`config.mk`:
```
export PLATFORM = sky130hd
export DESIGN_NAME = rvsteel_bus_arbiter
export DESIGN_NICKNAME = d
export VERILOG_FILES = /design/src/rtl/rvsteel_bus_pkg.sv /design/src/rtl/rvsteel_rr_select.sv /design/src/rtl/rvsteel_bus_arbiter.sv
export SDC_FILE = /design/constraint.sdc
export NUM_CORES = 1
export LEC_CHECK = 0
export CORE_AREA = 2 2 122 124
export CTS_BUF_LIST = sky130_fd_sc_hd__clkbuf_2 sky130_fd_sc_hd__clkbuf_4 sky130_fd_sc_hd__clkbuf_8
export CTS_CLUSTER_SIZE = 20
export DETAILED_ROUTE_END_ITERATION = 8
export DIE_AREA = 0 0 124 126
export PLACE_DENSITY = 0.61
export SLEW_MARGIN = 20
export SYNTH_ARGS = -nofsm -noshare
export SYNTH_HDL_FRONTEND = slang
export SYNTH_SLANG_ARGS = --single-unit
```
`constraint.sdc`:
```
create_clock -name clock -period 1.51 [get_ports clock]
set_input_delay 0.151 -clock clock [delete_from_list [all_inputs] [get_ports clock]]
set_output_delay 0.151 -clock clock [all_outputs]
set_load 0.05 [all_outputs]
```
`src/rtl/rvsteel_bus_pkg.sv`:
```
// Shared definitions for the two-manager RISC-V Steel bus arbiter:
// FSM encoding, owner identifiers and the abort read-data pattern.
package rvsteel_bus_pkg;

    typedef enum logic [1:0] {
        ST_IDLE   = 2'b00,
        ST_OWN_M0 = 2'b01,
        ST_OWN_M1 = 2'b10
    } arb_state_t;

    localparam logic        OWNER_M0        = 1'b0;
    localparam logic        OWNER_M1        = 1'b1;
    localparam logic [31:0] ABORT_READ_DATA = 32'hDEADBEEF;

    function automatic logic [1:0] state_to_grant(input arb_state_t state);
        logic [1:0] grant;
        case (state)
            ST_OWN_M0: grant = 2'b01;
            ST_OWN_M1: grant = 2'b10;
            default:   grant = 2'b00;
        endcase
        return grant;
    endfunction

endpackage

```
`src/rtl/rvsteel_rr_select.sv`:
```
// Two-way round-robin selector: picks one requester as a one-hot grant,
// favouring the manager that did not own the bus last on a tie.
module rvsteel_rr_select
    import rvsteel_bus_pkg::*;
(
    input  logic [1:0] i_request,
    input  logic       i_last_owner,
    output logic [1:0] o_grant
);

    // Tie-break against the previous owner
    always_comb begin
        o_grant = 2'b00;
        case (i_request)
            2'b01:   o_grant = 2'b01;
            2'b10:   o_grant = 2'b10;
            2'b11:   o_grant = (i_last_owner == OWNER_M1) ? 2'b01 : 2'b10;
            default: o_grant = 2'b00;
        endcase
    end

endmodule

```
`src/rtl/rvsteel_bus_arbiter.sv`:
```
// Two-manager / one-subordinate bus arbiter with round-robin ownership.
// Optional response timeout enabled by defining RVSTEEL_ARB_TIMEOUT_EN.
module rvsteel_bus_arbiter
    import rvsteel_bus_pkg::*;
#(
    parameter int TIMEOUT_CYCLES = 1024
) (
    input  logic        clock,
    input  logic        reset,

    input  logic [31:0] m0_rw_address,
    input  logic        m0_read_request,
    input  logic        m0_write_request,
    input  logic [31:0] m0_write_data,
    input  logic [3:0]  m0_write_strobe,
    output logic [31:0] m0_read_data,
    output logic        m0_read_response,
    output logic        m0_write_response,

    input  logic [31:0] m1_rw_address,
    input  logic        m1_read_request,
    input  logic        m1_write_request,
    input  logic [31:0] m1_write_data,
    input  logic [3:0]  m1_write_strobe,
    output logic [31:0] m1_read_data,
    output logic        m1_read_response,
    output logic        m1_write_response,

    output logic [31:0] s_rw_address,
    output logic [31:0] s_write_data,
    output logic [3:0]  s_write_strobe,
    output logic        s_read_request,
    output logic        s_write_request,
    input  logic [31:0] s_read_data,
    input  logic        s_read_response,
    input  logic        s_write_response,

    output logic [1:0]  grant,
    output logic        bus_timeout
);

    arb_state_t r_state;
    arb_state_t w_next_state;
    logic [1:0] r_grant;
    logic       r_last_owner;
    logic       w_next_last_owner;
    logic [1:0] w_request;
    logic [1:0] w_rr_grant;
    logic       w_s_response;
    logic       w_owner_request;
    logic       w_abort;

    if (TIMEOUT_CYCLES < 1) begin : g_bad_timeout
        $error("TIMEOUT_CYCLES must be at least 1");
    end

    assign w_request    = {m1_read_request | m1_write_request,
                           m0_read_request | m0_write_request};
    assign w_s_response = s_read_response | s_write_response;
    assign w_owner_request = (r_state == ST_OWN_M0) ? w_request[0] :
                             (r_state == ST_OWN_M1) ? w_request[1] : 1'b0;

    rvsteel_rr_select u_rr_select (
        .i_request    (w_request),
        .i_last_owner (r_last_owner),
        .o_grant      (w_rr_grant)
    );

`ifdef RVSTEEL_ARB_TIMEOUT_EN
    localparam int CNT_W = $clog2(TIMEOUT_CYCLES + 1);

    logic [CNT_W-1:0] r_timeout_cnt;

    // Owned-cycle counter, zeroed during every idle cycle so it restarts at each grant
    always_ff @(posedge clock) begin
        if (reset) begin
            r_timeout_cnt <= '0;
        end else if (r_state == ST_IDLE) begin
            r_timeout_cnt <= '0;
        end else begin
            r_timeout_cnt <= r_timeout_cnt + CNT_W'(1);
        end
    end

    assign w_abort = (r_state != ST_IDLE) && w_owner_request && !w_s_response &&
                     (r_timeout_cnt == CNT_W'(TIMEOUT_CYCLES - 1));
`else
    assign w_abort = 1'b0;
`endif

    assign bus_timeout = w_abort;
    assign grant       = r_grant;

    // State, grant and last-owner registers
    always_ff @(posedge clock) begin
        if (reset) begin
            r_state      <= ST_IDLE;
            r_grant      <= 2'b00;
            r_last_owner <= OWNER_M1;
        end else begin
            r_state      <= w_next_state;
            r_grant      <= state_to_grant(w_next_state);
            r_last_owner <= w_next_last_owner;
        end
    end

    // Next-state: grant from idle, release on response, dropped request or abort
    always_comb begin
        w_next_state      = r_state;
        w_next_last_owner = r_last_owner;
        case (r_state)
            ST_IDLE: begin
                if (w_rr_grant[0]) begin
                    w_next_state      = ST_OWN_M0;
                    w_next_last_owner = OWNER_M0;
                end else if (w_rr_grant[1]) begin
                    w_next_state      = ST_OWN_M1;
                    w_next_last_owner = OWNER_M1;
                end else begin
                    w_next_state      = ST_IDLE;
                end
            end
            ST_OWN_M0, ST_OWN_M1: begin
                if (w_s_response || !w_owner_request || w_abort) begin
                    w_next_state = ST_IDLE;
                end else begin
                    w_next_state = r_state;
                end
            end
            default: w_next_state = ST_IDLE;
        endcase
    end

    // Request forwarding and response routing for the current owner only
    always_comb begin
        s_rw_address      = 32'h0000_0000;
        s_write_data      = 32'h0000_0000;
        s_write_strobe    = 4'b0000;
        s_read_request    = 1'b0;
        s_write_request   = 1'b0;
        m0_read_data      = 32'h0000_0000;
        m0_read_response  = 1'b0;
        m0_write_response = 1'b0;
        m1_read_data      = 32'h0000_0000;
        m1_read_response  = 1'b0;
        m1_write_response = 1'b0;
        case (r_state)
            ST_OWN_M0: begin
                s_rw_address      = m0_rw_address;
                s_write_data      = m0_write_data;
                s_write_strobe    = m0_write_strobe;
                s_read_request    = m0_read_request;
                s_write_request   = m0_write_request;
                m0_read_data      = w_abort ? ABORT_READ_DATA  : s_read_data;
                m0_read_response  = w_abort ? m0_read_request  : s_read_response;
                m0_write_response = w_abort ? m0_write_request : s_write_response;
            end
            ST_OWN_M1: begin
                s_rw_address      = m1_rw_address;
                s_write_data      = m1_write_data;
                s_write_strobe    = m1_write_strobe;
                s_read_request    = m1_read_request;
                s_write_request   = m1_write_request;
                m1_read_data      = w_abort ? ABORT_READ_DATA  : s_read_data;
                m1_read_response  = w_abort ? m1_read_request  : s_read_response;
                m1_write_response = w_abort ? m1_write_request : s_write_response;
            end
            default: begin
                s_read_request  = 1'b0;
                s_write_request = 1'b0;
            end
        endcase
    end

endmodule

```
# Word-level counts from Yosys, hierarchy flattened
# Cells that the tools add are included.
dict set report totals {
  wordCells 41
  in_bits 176
  romBits 0
  latch_bits 0
  ff_bits 5
  ram_bits 0
  n_memories 0
}
dict set report op_classes {
  n_addsub 0
  n_mul 0
  order_cmp 0
  muxes 22
  n_eq_ne 7
  shift 0
  n_bitwise 3
  div_mod_pow 0
  reduce_logical 6
}
# op count
set op_table {}
lappend op_table {{case mux 32 bit (2 select lines)} 2}
lappend op_table {{2-to-1 mux 32 bit} 2}
lappend op_table {{equality test 2 bit (second input constant)} 4}
lappend op_table {{2-to-1 mux 1 bit} 8}
lappend op_table {{2-to-1 mux 2 bit} 4}
lappend op_table {{case mux 2 bit (2 select lines)} 2}
lappend op_table {{case mux 4 bit (2 select lines)} 1}
lappend op_table {{equality test 2 x 1 -> 1 bit (second input constant)} 3}
lappend op_table {{case mux 2 bit (3 select lines)} 1}
lappend op_table {{case mux 1 bit (2 select lines)} 2}
lappend op_table {{bitwise OR 1 bit} 3}
lappend op_table {{zero test 2 bit} 1}
lappend op_table {{AND reduction 2 bit} 1}
lappend op_table {{nonzero test 2 bit} 1}
lappend op_table {{OR reduction 2 bit} 1}
lappend op_table {{zero test 1 bit} 1}
lappend op_table {{logical OR 1 bit} 1}

# Longest topological paths before layout
dict set report logic_depth {
  ltp_word 9
  ltp_mapped 7
}

# Cells and area by module
# A second synthesis with hierarchy kept.
dict set report hier_totals {
  cells_unflattened 275
  hier_area_um2 1883.1
}
# mod cells_each seq_area_each_um2 n_inst area_per_inst_um2
set modules_own_cells {}
lappend modules_own_cells {rvsteel_bus_arbiter 272 100.1 1 1864.3}
lappend modules_own_cells {rvsteel_rr_select 3 0.0 1 18.8}

# Worst setup path after synthesis
# OpenSTA, ideal clock, no wires.
dict set report synth_timing {
  path_kind {register -> output}
  from {register r_state[1]}
  to {output s_rw_address[0]}
  n_path_buf 3
  setup_slack_ps -606
  stages_incl_launch_ff 8
  t_arrival_ps 1965
  cell_sequence {dfxtp_1 inv_1 ha_1 buf_4 buf_2 buf_1 a22oi_1 nor2b_1}
}
dict set report synth_via {
  elab_chain_cells 2
  word_cells_on_any_way 3
  cone_classes {2 x eq/ne; 1 x mux}
}
# element line_no
set synth_lines {}
lappend synth_lines {{from (decl)} rvsteel_bus_arbiter.sv:42} ;# arb_state_t r_state;
lappend synth_lines {{from (signal assigned)} rvsteel_bus_arbiter.sv:101} ;# r_state <= w_next_state;
lappend synth_lines {{equality test 2 bit or equality test 2 x 1 -> 1 bit (tied branches)} rvsteel_bus_arbiter.sv:147} ;# case (r_state)
lappend synth_lines {{case mux 32 bit (2 select lines) (*)} rvsteel_bus_arbiter.sv:147}
lappend synth_lines {{to (decl)} rvsteel_bus_arbiter.sv:29} ;# output logic [31:0] s_rw_address,
# Every way passes the cells marked *; elsewhere a longest branch is shown, timed or not.

# Final worst setup path
dict set report layout_timing {
  from {register r_state[0]}
  to {output s_rw_address[23]}
}
# Same word-level chain as after synthesis.

==> impl_metrics.csv <==
group,metric,value,unit
yosys,ys_seq_area_share,5.39,%
timing,hold_viol_final,0,
setup_path,end_kind,"output port",
setup_path,crit_type,"reg -> out",
pwr,peakVddDrop,0.408,mV
place,placed_cell_area,0.00761,sq mm
grt,grt_max_degree,23,
grt,grt_pass1_vias,3807,
die,initial_core_util,13.0,%
pwr,p_leak,3.10,nW
clock_tree,cts_sinks,5,
run,maxCapViolCount,0,
detailed_routing,vias,3445,
cells_and_area,utilization,59.3,%
grt,grt_use_total,17.8,%
timing,fin_crit_sh,117,%
place,gp_congestion,0.847,
detailed_routing,first_iter_violations,102,
cells_and_area,antenna_cells,0,
detailed_routing,wl_per_cell,18.3,microns
pwr,power_frac_comb,92.0,%
place,io_buffer_count,315,
timing,min_period,1.77,ns
yosys,ys_warn_count,0,
yosys,ys_types,23,
grt,grt-ovfl-total,0,
die,io_pins,317,
timing,clock.fmax,564,MHz
grt,grt_pass1_wl,21.7,mm
die,die_area,0.0156,sq mm
yosys,synth_area,0.00186,sq mm
cells_and_area,drive_gt1_share,68.9,%
clock_tree,clk_root_buffer_cell,"clkbuf_8",
pwr,seqPwrFrac,3.1,%
clock_tree,cts_tree,"yes",
cells_and_area,area_growth,357,%
setup_path,crit_path_start_kind,"flop",
detailed_routing,antenna_left,0,
yosys,syn_avg_cell_area,6.88,sq um
status,status,"finished, violations left",
die,num_rows,44,
clock_tree,htree_levels,1,
die,dieHeight,126,microns
timing,setup_viol,142,
detailed_routing,dr.pass1.iters,4,
pwr,p_sw,2.30,mW
clock_tree,clk_pin_slew,0.04,ns
clock_tree,numCtsBuffers,3,
setup_path,cp.required,1.36,ns
timing,drv_slew,0,
timing,worst_slack,-0.264,ns
die,die_x,124,microns
detailed_routing,vias_per_cell,4.31,
clock_tree,ctsLongestPathBuffers,2,
grt,antenna_found_initial,0,
setup_path,critPathMaxFanout,5,
die,core,0.0143,sq mm
pwr,swShare,42.2,%
cells_and_area,final_cell_area,0.00849,sq mm
yosys,synthesis.nets,450,
cells_and_area,finalNetCount,796,
setup_path,arrival,1.62,ns
timing,skew,0.00274,ns
status,violations,"negative setup slack",
yosys,yosys_register_bits,5,
pwr,power.density,642,mW/mm^2
detailed_routing,wl,14.6,mm
yosys,synth_cells,270,
pwr,pwr-share-clk,4.9,%
cells_and_area,fill_cells,1149,
pwr,cellInternalPower,3.15,mW
pwr,p_total,5.45,mW
timing,whs,0.511,ns
detailed_routing,drc,0,
worst_hold_path,holdCritPathClass,"reg -> reg",
clock_tree,clk_latency,0.22,ns
place,place_ws,-0.251,ns
timing,rsz0062_at_grt,"yes",
place,dp_hpwl,10.7,mm
==> critical path: stages, from the launching register on <==
cell and delay [ns]:
dfxtp_4 0.37, inv_4 0.05, ha_4 0.30, buf_6 0.11, buf_12 0.12, clkbuf_16 0.14, nor2b_4 0.15, buf_12 0.14
==> sequential cells by signal (all words and copies together), names as in the netlist <==
signal / flops
r_state: 2
grant: 2
r_last_owner: 1
==> synth_stat cells (all sizes together) <==
library cell	count	area share, %
nand2	1	0.20
nor2	3	0.74
o21ai	2	0.54
a211o	1	0.47
ha	4	2.7
conb	1	0.20
inv	3	0.61
dfxtp	5	5.4
a41oi	2	1.8
and3b	1	0.47
and2	68	23
nor2b	70	24
nor3	3	1.4
a22oi	70	28
nor4b	3	2.9
o21ba	1	0.54
buf	9	2.6
clkbuf	23	4.6
==> metrics by stage <==
stage	cells	TNS, ns
after floorplan	270	-1.10
after global placement	760	-5.26
after detailed placement	760	-9.64
after CTS	794	-28.61
after global routing	799	-32.80
final	799	-24.86
==> power by group through the flow <==
stage / clock [mW] / combinational (mW) / sequential [mW]
after floorplan: 0 / 2.22 / 0.184
after global placement: 0 / 4.14 / 0.163
after detailed placement: 0 / 4.19 / 0.164
after CTS: 0.276 / 4.97 / 0.166
after global routing: 0.279 / 5.22 / 0.168
final: 0.268 / 5.01 / 0.166
==> placed cells by master (no fill, tap or decap), types with 2 or more instances in the layout <==
cell type        synthesis  routed
nor4b_2                  2       2
clkbuf_16                0       3
buf_16                   0       9
clkbuf_8                 0       3
buf_4                    2      24
nor2_1                   2       2
bufbuf_16                0       2
ha_4                     0       3
and2_2                   0      40
buf_12                   0     151
o21ai_0                  2       2
buf_8                    0       2
a22oi_2                  0      69
a41oi_2                  2       2
dfxtp_1                  5       3
nor3_1                   2       2
buf_6                    0       7
nor2b_4                  0      70
clkdlybuf4s50_1          0     175
and2_4                   0      28
==> cells by family (layout without fill, tap and decap cells) <==
kind of cell / count (synthesis) / in the layout / share of synthesized area [%]
AO/OA/AOI/OAI: 76 / 76 / 31.6
adder cells (fa/ha/maj): 4 / 4 / 2.70
buffers and inverters: 35 / 380 / 7.88
flip-flops: 5 / 5 / 5.39
other: 1 / 1 / 0.202
AND/OR/NAND/NOR: 149 / 149 / 52.2
==> worst paths after layout <==
check,from,endpoint,slack (ns),cells after the start
hold / removal,r_last_owner$_SDFFE_PP1P_,r_last_owner$_SDFFE_PP1P_,0.51,1
setup / recovery,r_state[0]$_SDFF_PP0_,s_rw_address[23],-0.26,7
setup reg to reg,r_state[0]$_SDFF_PP0_,grant[0]$_SDFF_PP0_,-0.22,7
hold reg to reg,r_last_owner$_SDFFE_PP1P_,r_last_owner$_SDFFE_PP1P_,0.51,1
==> per-layer routing <==
layer  GRT usage, %  share of wire, %  vias to the layer above
met5              0                 0                        -
met4           2.58               1.3                        0
met3           4.35               7.7                       14
met2           35.0                56                      158
met1           19.3                35                     1630
li1               -                 -                     1643
==> area by class of cell <==
class | instances | area, sq um | area share, %
flip-flops and latches | 5 | 105 | 1.24
multi-input cells | 230 | 2640 | 31.1
well taps | 184 | 230 | 2.71
repair buffers | 373 | 5450 | 64.2
clock buffers | 4 | 48.8 | 0.575
inverters | 3 | 13.8 | 0.162
==> what timing repair did <==
item	in CTS	in global routing
pin swaps	8	4
setup endpoints to repair	142	142
buffers inserted	19	3
hold buffers	0	0
resized for setup	78	6
gates cloned	12	3
No activity file was read; power rests on OpenSTA's default activity.
